`config.mk`:
```
export PLATFORM = sky130hd
export DESIGN_NAME = ysyx_22040237_ifu
export DESIGN_NICKNAME = d
export VERILOG_FILES = /design/src/rtl/ysyx_22040237_ifu.sv
export SDC_FILE = /design/constraint.sdc
export NUM_CORES = 1
export LEC_CHECK = 0
export BUFFER_PORTS_ARGS = -buffer_cell sky130_fd_sc_hd__clkbuf_2
export CAP_MARGIN = 25
export CORE_MARGIN = 5
export CORE_UTILIZATION = 40
export DETAILED_ROUTE_END_ITERATION = 8
export GPL_TIMING_DRIVEN = 0
export PLACE_DENSITY_LB_ADDON = 0.12
export SYNTH_ARGS = -nofsm -noshare
export SYNTH_HDL_FRONTEND = slang
export SYNTH_SLANG_ARGS = --single-unit
```
`constraint.sdc`:
```
create_clock -name clk -period 4.2 [get_ports clk]
set_clock_uncertainty 0.15 [all_clocks]
set_input_delay 0.42 -clock clk [delete_from_list [all_inputs] [get_ports clk]]
set_output_delay 0.42 -clock clk [all_outputs]
set_load 0.005 [all_outputs]
```
`src/rtl/ysyx_22040237_ifu.sv`:
```
// Instruction fetch unit: a three-state request/wait/hold engine that keeps a single imem request outstanding.
// Latency: the request is issued in REQ and the response is taken in WAIT; the instruction is offered to decode in HOLD, so one instruction takes at least 3 cycles.
// Backpressure: the fetch stalls in REQ while imem is not ready, and the output buffer stays in HOLD while decode is not ready.
module ysyx_22040237_ifu #(
  parameter logic [63:0] RESET_PC = 64'h0000_0000_8000_0000
) (
  input  logic        clk,
  input  logic        rst,
  output logic        imem_req_valid,
  output logic [63:0] imem_req_addr,
  input  logic        imem_req_ready,
  input  logic        imem_rsp_valid,
  input  logic [31:0] imem_rsp_data,
  input  logic        imem_rsp_err,
  input  logic        redirect_valid,
  input  logic [63:0] redirect_pc,
  output logic        inst_valid_o,
  output logic [31:0] inst_o,
  output logic [63:0] pc_o,
  output logic        fetch_fault_o,
  input  logic        inst_ready_i
);

  // A faulting fetch hands decode a NOP (addi x0,x0,0) so only the fault flag carries meaning.
  localparam logic [31:0] NOP_INST = 32'h0000_0013;

  typedef enum logic [1:0] {
    S_REQ,
    S_WAIT,
    S_HOLD
  } state_t;

  // Output buffer presented to decode.
  typedef struct packed {
    logic [31:0] inst;
    logic [63:0] pc;
    logic        fault;
  } obuf_t;

  state_t      state, state_nxt;
  logic [63:0] pc, pc_nxt;
  logic        drop, drop_nxt;
  obuf_t       obuf, obuf_nxt;

  // The handshake outputs are gated by reset and redirect, so no transfer can fire in those cycles.
  always_comb begin
    imem_req_valid = ~rst & (state == S_REQ) & ~redirect_valid;
    imem_req_addr  = pc;
    inst_valid_o   = ~rst & (state == S_HOLD) & ~redirect_valid;
    inst_o         = obuf.inst;
    pc_o           = obuf.pc;
    fetch_fault_o  = obuf.fault;
  end

  // Next-state logic. In every state a redirect wins over the normal progression.
  always_comb begin
    state_nxt = state;
    pc_nxt    = pc;
    drop_nxt  = drop;
    obuf_nxt  = obuf;
    case (state)
      S_REQ: begin
        if (redirect_valid) begin
          pc_nxt = redirect_pc;
        end else if (imem_req_ready) begin
          state_nxt = S_WAIT;
        end
      end
      S_WAIT: begin
        if (redirect_valid) begin
          pc_nxt = redirect_pc;
          if (imem_rsp_valid) begin
            // The response belongs to the old path and is discarded now, so nothing is left to drop.
            drop_nxt  = 1'b0;
            state_nxt = S_REQ;
          end else begin
            // The stale response is still in flight; remember to discard it when it arrives.
            drop_nxt = 1'b1;
          end
        end else if (imem_rsp_valid) begin
          if (drop) begin
            drop_nxt  = 1'b0;
            state_nxt = S_REQ;
          end else begin
            obuf_nxt.inst  = imem_rsp_err ? NOP_INST : imem_rsp_data;
            obuf_nxt.pc    = pc;
            obuf_nxt.fault = imem_rsp_err;
            pc_nxt         = pc + 64'd4;
            state_nxt      = S_HOLD;
          end
        end
      end
      S_HOLD: begin
        if (redirect_valid) begin
          pc_nxt    = redirect_pc;
          state_nxt = S_REQ;
        end else if (inst_ready_i) begin
          state_nxt = S_REQ;
        end
      end
      default: begin
        state_nxt = S_REQ;
      end
    endcase
  end

  // State registers with synchronous reset. Reset abandons any outstanding request.
  always_ff @(posedge clk) begin
    if (rst) begin
      state <= S_REQ;
      pc    <= RESET_PC;
      drop  <= 1'b0;
      obuf  <= '0;
    end else begin
      state <= state_nxt;
      pc    <= pc_nxt;
      drop  <= drop_nxt;
      obuf  <= obuf_nxt;
    end
  end

endmodule

```
Word level (Yosys, flattened, before mapping). Index checks and enable logic that the tools add are counted.

Flip-flop bits (word level): 164. Bits of input ports: 103. Output and inout bits: 163. Word-level logic and storage cells: 49.

Add/sub/neg operators: 1. Equality and inequality tests: 9. Multiplexer cells: 18. Bitwise operators: 7. Reduce and logical (&&, ||, !) cells: 8.

Operators with widths (number): $mux 64 (4); $pmux 64 s2 (1); $add 64x3->64 const B (1); $mux 32 (1); $mux 2 (8); $reduce_and 4->1 (3); $ne 3x3->1 const B (3); $ne 2x2->1 const B (3); $pmux 2 s3 (1); $and 1x1->1 (4); $reduce_bool 2->1 (2); $mux 1 (3); $not 1->1 (3); $eq 2x1->1 const B (1); $eq 2x2->1 const B (1); $logic_not 2->1 (1); $ne 2x1->1 const B (1); $reduce_and 2->1 (1); $reduce_or 2->1 (1).

Logic depth before layout (Yosys ltp).
Depth after elaboration: 5. Depth in mapped cells: 9.

Worst setup path before layout. OpenSTA, ideal clock, no wires.

Path kind: reg2reg. Start point: reg pc[2], in the netlist imem_req_addr[2]. End point: reg pc[54], in the netlist imem_req_addr[54]. Library setup time: 127 ps. Arrival time: 2194 ps. Slack: 1729 ps. Cell stages (with the launch flop): 8. Path buffers: 0. Cells stage by stage: dfxtp_1 > ha_1 > and4_1 > nand4_2 > nor3_2 > nand3_1 > and3_1 > or3_1.

Longest elaborated chain between the ends: 5.

RTL lines: from (decl) (RTL line 41) `logic [63:0] pc, pc_nxt;`; from (signal assigned) (RTL line 116) `pc <= pc_nxt;`; $add 64x3->64 (RTL line 88) `pc_nxt = pc + 64'd4;`; $mux 64 (RTL line 81) `if (drop) begin`; $mux 64 (RTL line 80) `end else if (imem_rsp_valid) begin`; $mux 64 (RTL line 70) `if (redirect_valid) begin`; $pmux 64 s2 (RTL line 61) `case (state)`.

No other way between the ends. The select of a mux whose other input is x is not followed. A chain may end at the register's enable or synchronous reset.

Worst setup path after layout.
Start point: reg pc[2], in the netlist imem_req_addr[2]. End point: reg pc[44], in the netlist imem_req_addr[44].

The elaborated chain is that of the path after synthesis.

==> flow_summary_export.csv <==
group,metric,value,unit
run_status,status,"finished, final reports clean",
synthesis,synth-seq-cells,164,
route,drc,0,
route,via_per_inst,5.64,
timing,max_freq,0.311,GHz
layout,fill_cells,2000,
route,finalWirelength,31200,µm
synthesis,avgSynthCellArea,7.64,µm²
timing,worst_slew_pin_slew,0.884,ns
synthesis,ys_async_sr_fraction,0,%
timing,rsz0062_at_grt,"no",
synthesis,ys_warn_count,0,
clock_tree,post-cts-setup-buffers,0,
layout,nets,1412,
clock_tree,ctsResizeCount,0,
clock_tree,clkLatencyLatePin,0.44,ns
timing,fin_crit_sh,76.6,%
clock_tree,cts_made_buffers,17,
worst_setup_path,cp-end-kind,"flip-flop",
synthesis,synth_cell_types,64,
floorplan,die_h,150,µm
global_routing,grt_pass1_vias,8365,
layout,drive_above_1_share,23.9,%
placed_design,hpwlAfterDp,22800,µm
placed_design,gp_congestion,0.917,
floorplan,fp.dieW,150,µm
timing,final.min_clock_period,3.22,ns
timing,setup_viol,0,
layout,stdcell_area,10000,µm²
synthesis,synth_edf_count,0,
clock_tree,cts_tree,"built",
worst_setup_path,crit_fanout,8,
clock_tree,clk_pin_slew,0.07,ns
global_routing,grt_max_degree,17,
global_routing,grt_util_all_layers,26.9,%
clock_tree,clockBufferDepth,2,
worst_setup_path,crit_required,4.41,ns
worst_setup_path,setup.worst_path.class,"flip-flop to flip-flop",
synthesis,ys_seq_area_share,41.9,%
timing,fin_tns_setup,0,ns
synthesis,synthFlopType,"dfxtp_1",
clock_tree,cts_sinks,164,
route,antenna_left,0,
global_routing,antenna_found_initial,1,
synthesis,synth_top_family_by_area,"simple AND/OR/NAND/NOR gates",
floorplan,rows,51,
global_routing,overflow,0,
min_path,hold_path_class,"input port to flip-flop",
floorplan,die_area,22500,µm²
timing,slew_headroom,40.9,%
placed_design,postPlaceCellArea,9480,µm²
timing,whs,0.0594,ns
synthesis,syn-num-nets,1130,
synthesis,synth_mux_area_share,0.926,%
worst_setup_path,crit_arrival,3.43,ns
floorplan,io_pins,266,
timing,hold_viol,0,
clock_tree,cts_hold_buf,0,
clock_tree,htreeDepth,4,
pwr,ir_drop,0.317,mV
clock_tree,root_buffer,"clkbuf_16",
worst_setup_path,start_kind,"flip-flop",
placed_design,port-buffer-count,262,
synthesis,synthCells,1026,
route,drt-initial-drc-count,758,
floorplan,start_util,40.4,%
pwr,p_leak,3.92,nW
synthesis,synthAdderAreaFrac,0.160,%
synthesis,synthXorXnorAreaFrac,0,%
timing,slew_viol_final,0,
route,vias,8942,
synthesis,syn_area,7830,µm²
route,drtPass1Iterations,5,
route,drt-wirelength-per-cell,19.7,µm
floorplan,core_area,19400,µm²
pwr,power.density,359,nW/µm²
flow_run,max_cap_viol_count,0,
layout,syn_to_final_growth,28.3,%
synthesis,synth_compound_area_share,22.0,%
layout,antenna_cells,0,
synthesis,synthSimpleGateAreaFrac,30.5,%
global_routing,grt_pass1_wl,47300,µm
layout,utilization,51.8,%
pwr,power,3.61,mW
==> power by group <==
group | internal [mW] | switching, mW
combinational | 0.150 | 0.229
sequential | 1.61 | 0.0863
clock | 0.862 | 0.674
total | 2.62 | 0.990
==> per-stage QoR <==
stage               cells  worst slack, ns
finish               1585            0.982
floorplan            1026             1.73
detailed placement   1553            0.973
global placement     1553            0.984
CTS                  1584             1.03
global route         1585            0.856
==> layer usage <==
layer  track usage (%)  routed length [µm]  part of all wire (%)  vias up
met5                 0                  13                 0.042        -
met3              7.06                3230                    10       66
met2              43.7               14400                    46      455
li1                  -                   -                     -     4271
met1              34.4               12600                    40     4148
met4              9.74                 899                   2.9        2
==> registers in the layout (all words and copies together), names as in the netlist <==
signal / count
drop: 1
fetch_fault_o: 1
imem_req_addr: 64
inst_o: 32
pc_o: 64
state: 2
==> final timing paths <==
check,slack [ns],endpoint,cells after the start,startpoint
max reg2reg,0.98,imem_req_addr[44],7,imem_req_addr[2]
max,0.98,imem_req_addr[44],7,imem_req_addr[2]
min reg2reg,0.30,pc_o[13],2,pc_o[13]
min,0.06,imem_req_addr[0],3,redirect_pc[0]
==> cell families (layout without fill, tap and decap cells) <==
group,Yosys count,after routing
compound gates,280,280
fa+ha+maj,1,1
buf+inv,94,388
flops,164,164
mux,7,7
simple gates,480,480
==> critical path: stages (launching register included) <==
cell and delay (ns):
dfxtp_1 0.47, ha_1 0.29, and4_1 0.31, nand4_2 0.27
nor4_2 0.84, nand3_1 0.20, or4_1 0.45, a31oi_1 0.17
==> final cells by class <==
class                      instances  area (µm²)  area share [%]
buffer                            86         329            3.27
tap                              265         332            3.30
clock buffer                      20         467            4.64
inverter                           8        30.0           0.299
clock inverter                    11         100           0.996
sequential                       164        3280            32.7
multi-input combinational        768        4190            41.7
timing repair buffer             263        1320            13.1
==> synthesized netlist by cell type, types with 3 or more instances <==
cell | number | area, µm²
nand2_1 | 213 | 800
dfxtp_1 | 164 | 3280
a21oi_1 | 127 | 636
nor2_1 | 77 | 289
clkbuf_1 | 73 | 274
nand3_1 | 37 | 185
o21ai_0 | 36 | 180
nor3b_1 | 30 | 225
a31oi_1 | 19 | 119
nand4_1 | 18 | 113
nor3_1 | 18 | 90.1
a22oi_1 | 17 | 128
a32oi_1 | 17 | 149
or4_1 | 17 | 128
o211ai_1 | 15 | 113
and3_1 | 13 | 81.3
nor4_1 | 11 | 68.8
and4_1 | 10 | 87.6
a211oi_1 | 8 | 60.1
buf_1 | 8 | 30.0
inv_1 | 8 | 30.0
or3_1 | 8 | 50.1
and2_1 | 6 | 37.5
o31ai_1 | 6 | 45.0
mux2i_1 | 5 | 50.1
o22ai_1 | 5 | 31.3
buf_2 | 4 | 20.0
o31a_1 | 4 | 35.0
a21o_1 | 3 | 22.5
a22o_1 | 3 | 26.3
a311oi_1 | 3 | 26.3
nor2b_1 | 3 | 18.8
==> cell usage in the layout (no fill, tap or decap), drive strengths merged, types with 11 or more instances in the layout <==
cell type	n
clkbuf	357
nand2	213
dfxtp	164
a21oi	127
nor2	77
nand3	39
o21ai	36
nor3b	30
nand4	20
a31oi	19
nor3	19
or4	18
a32oi	17
a22oi	17
o211ai	15
nor4	14
and3	13
buf	12
and4	11
inv	11
(Power assumes the default switching activity.)
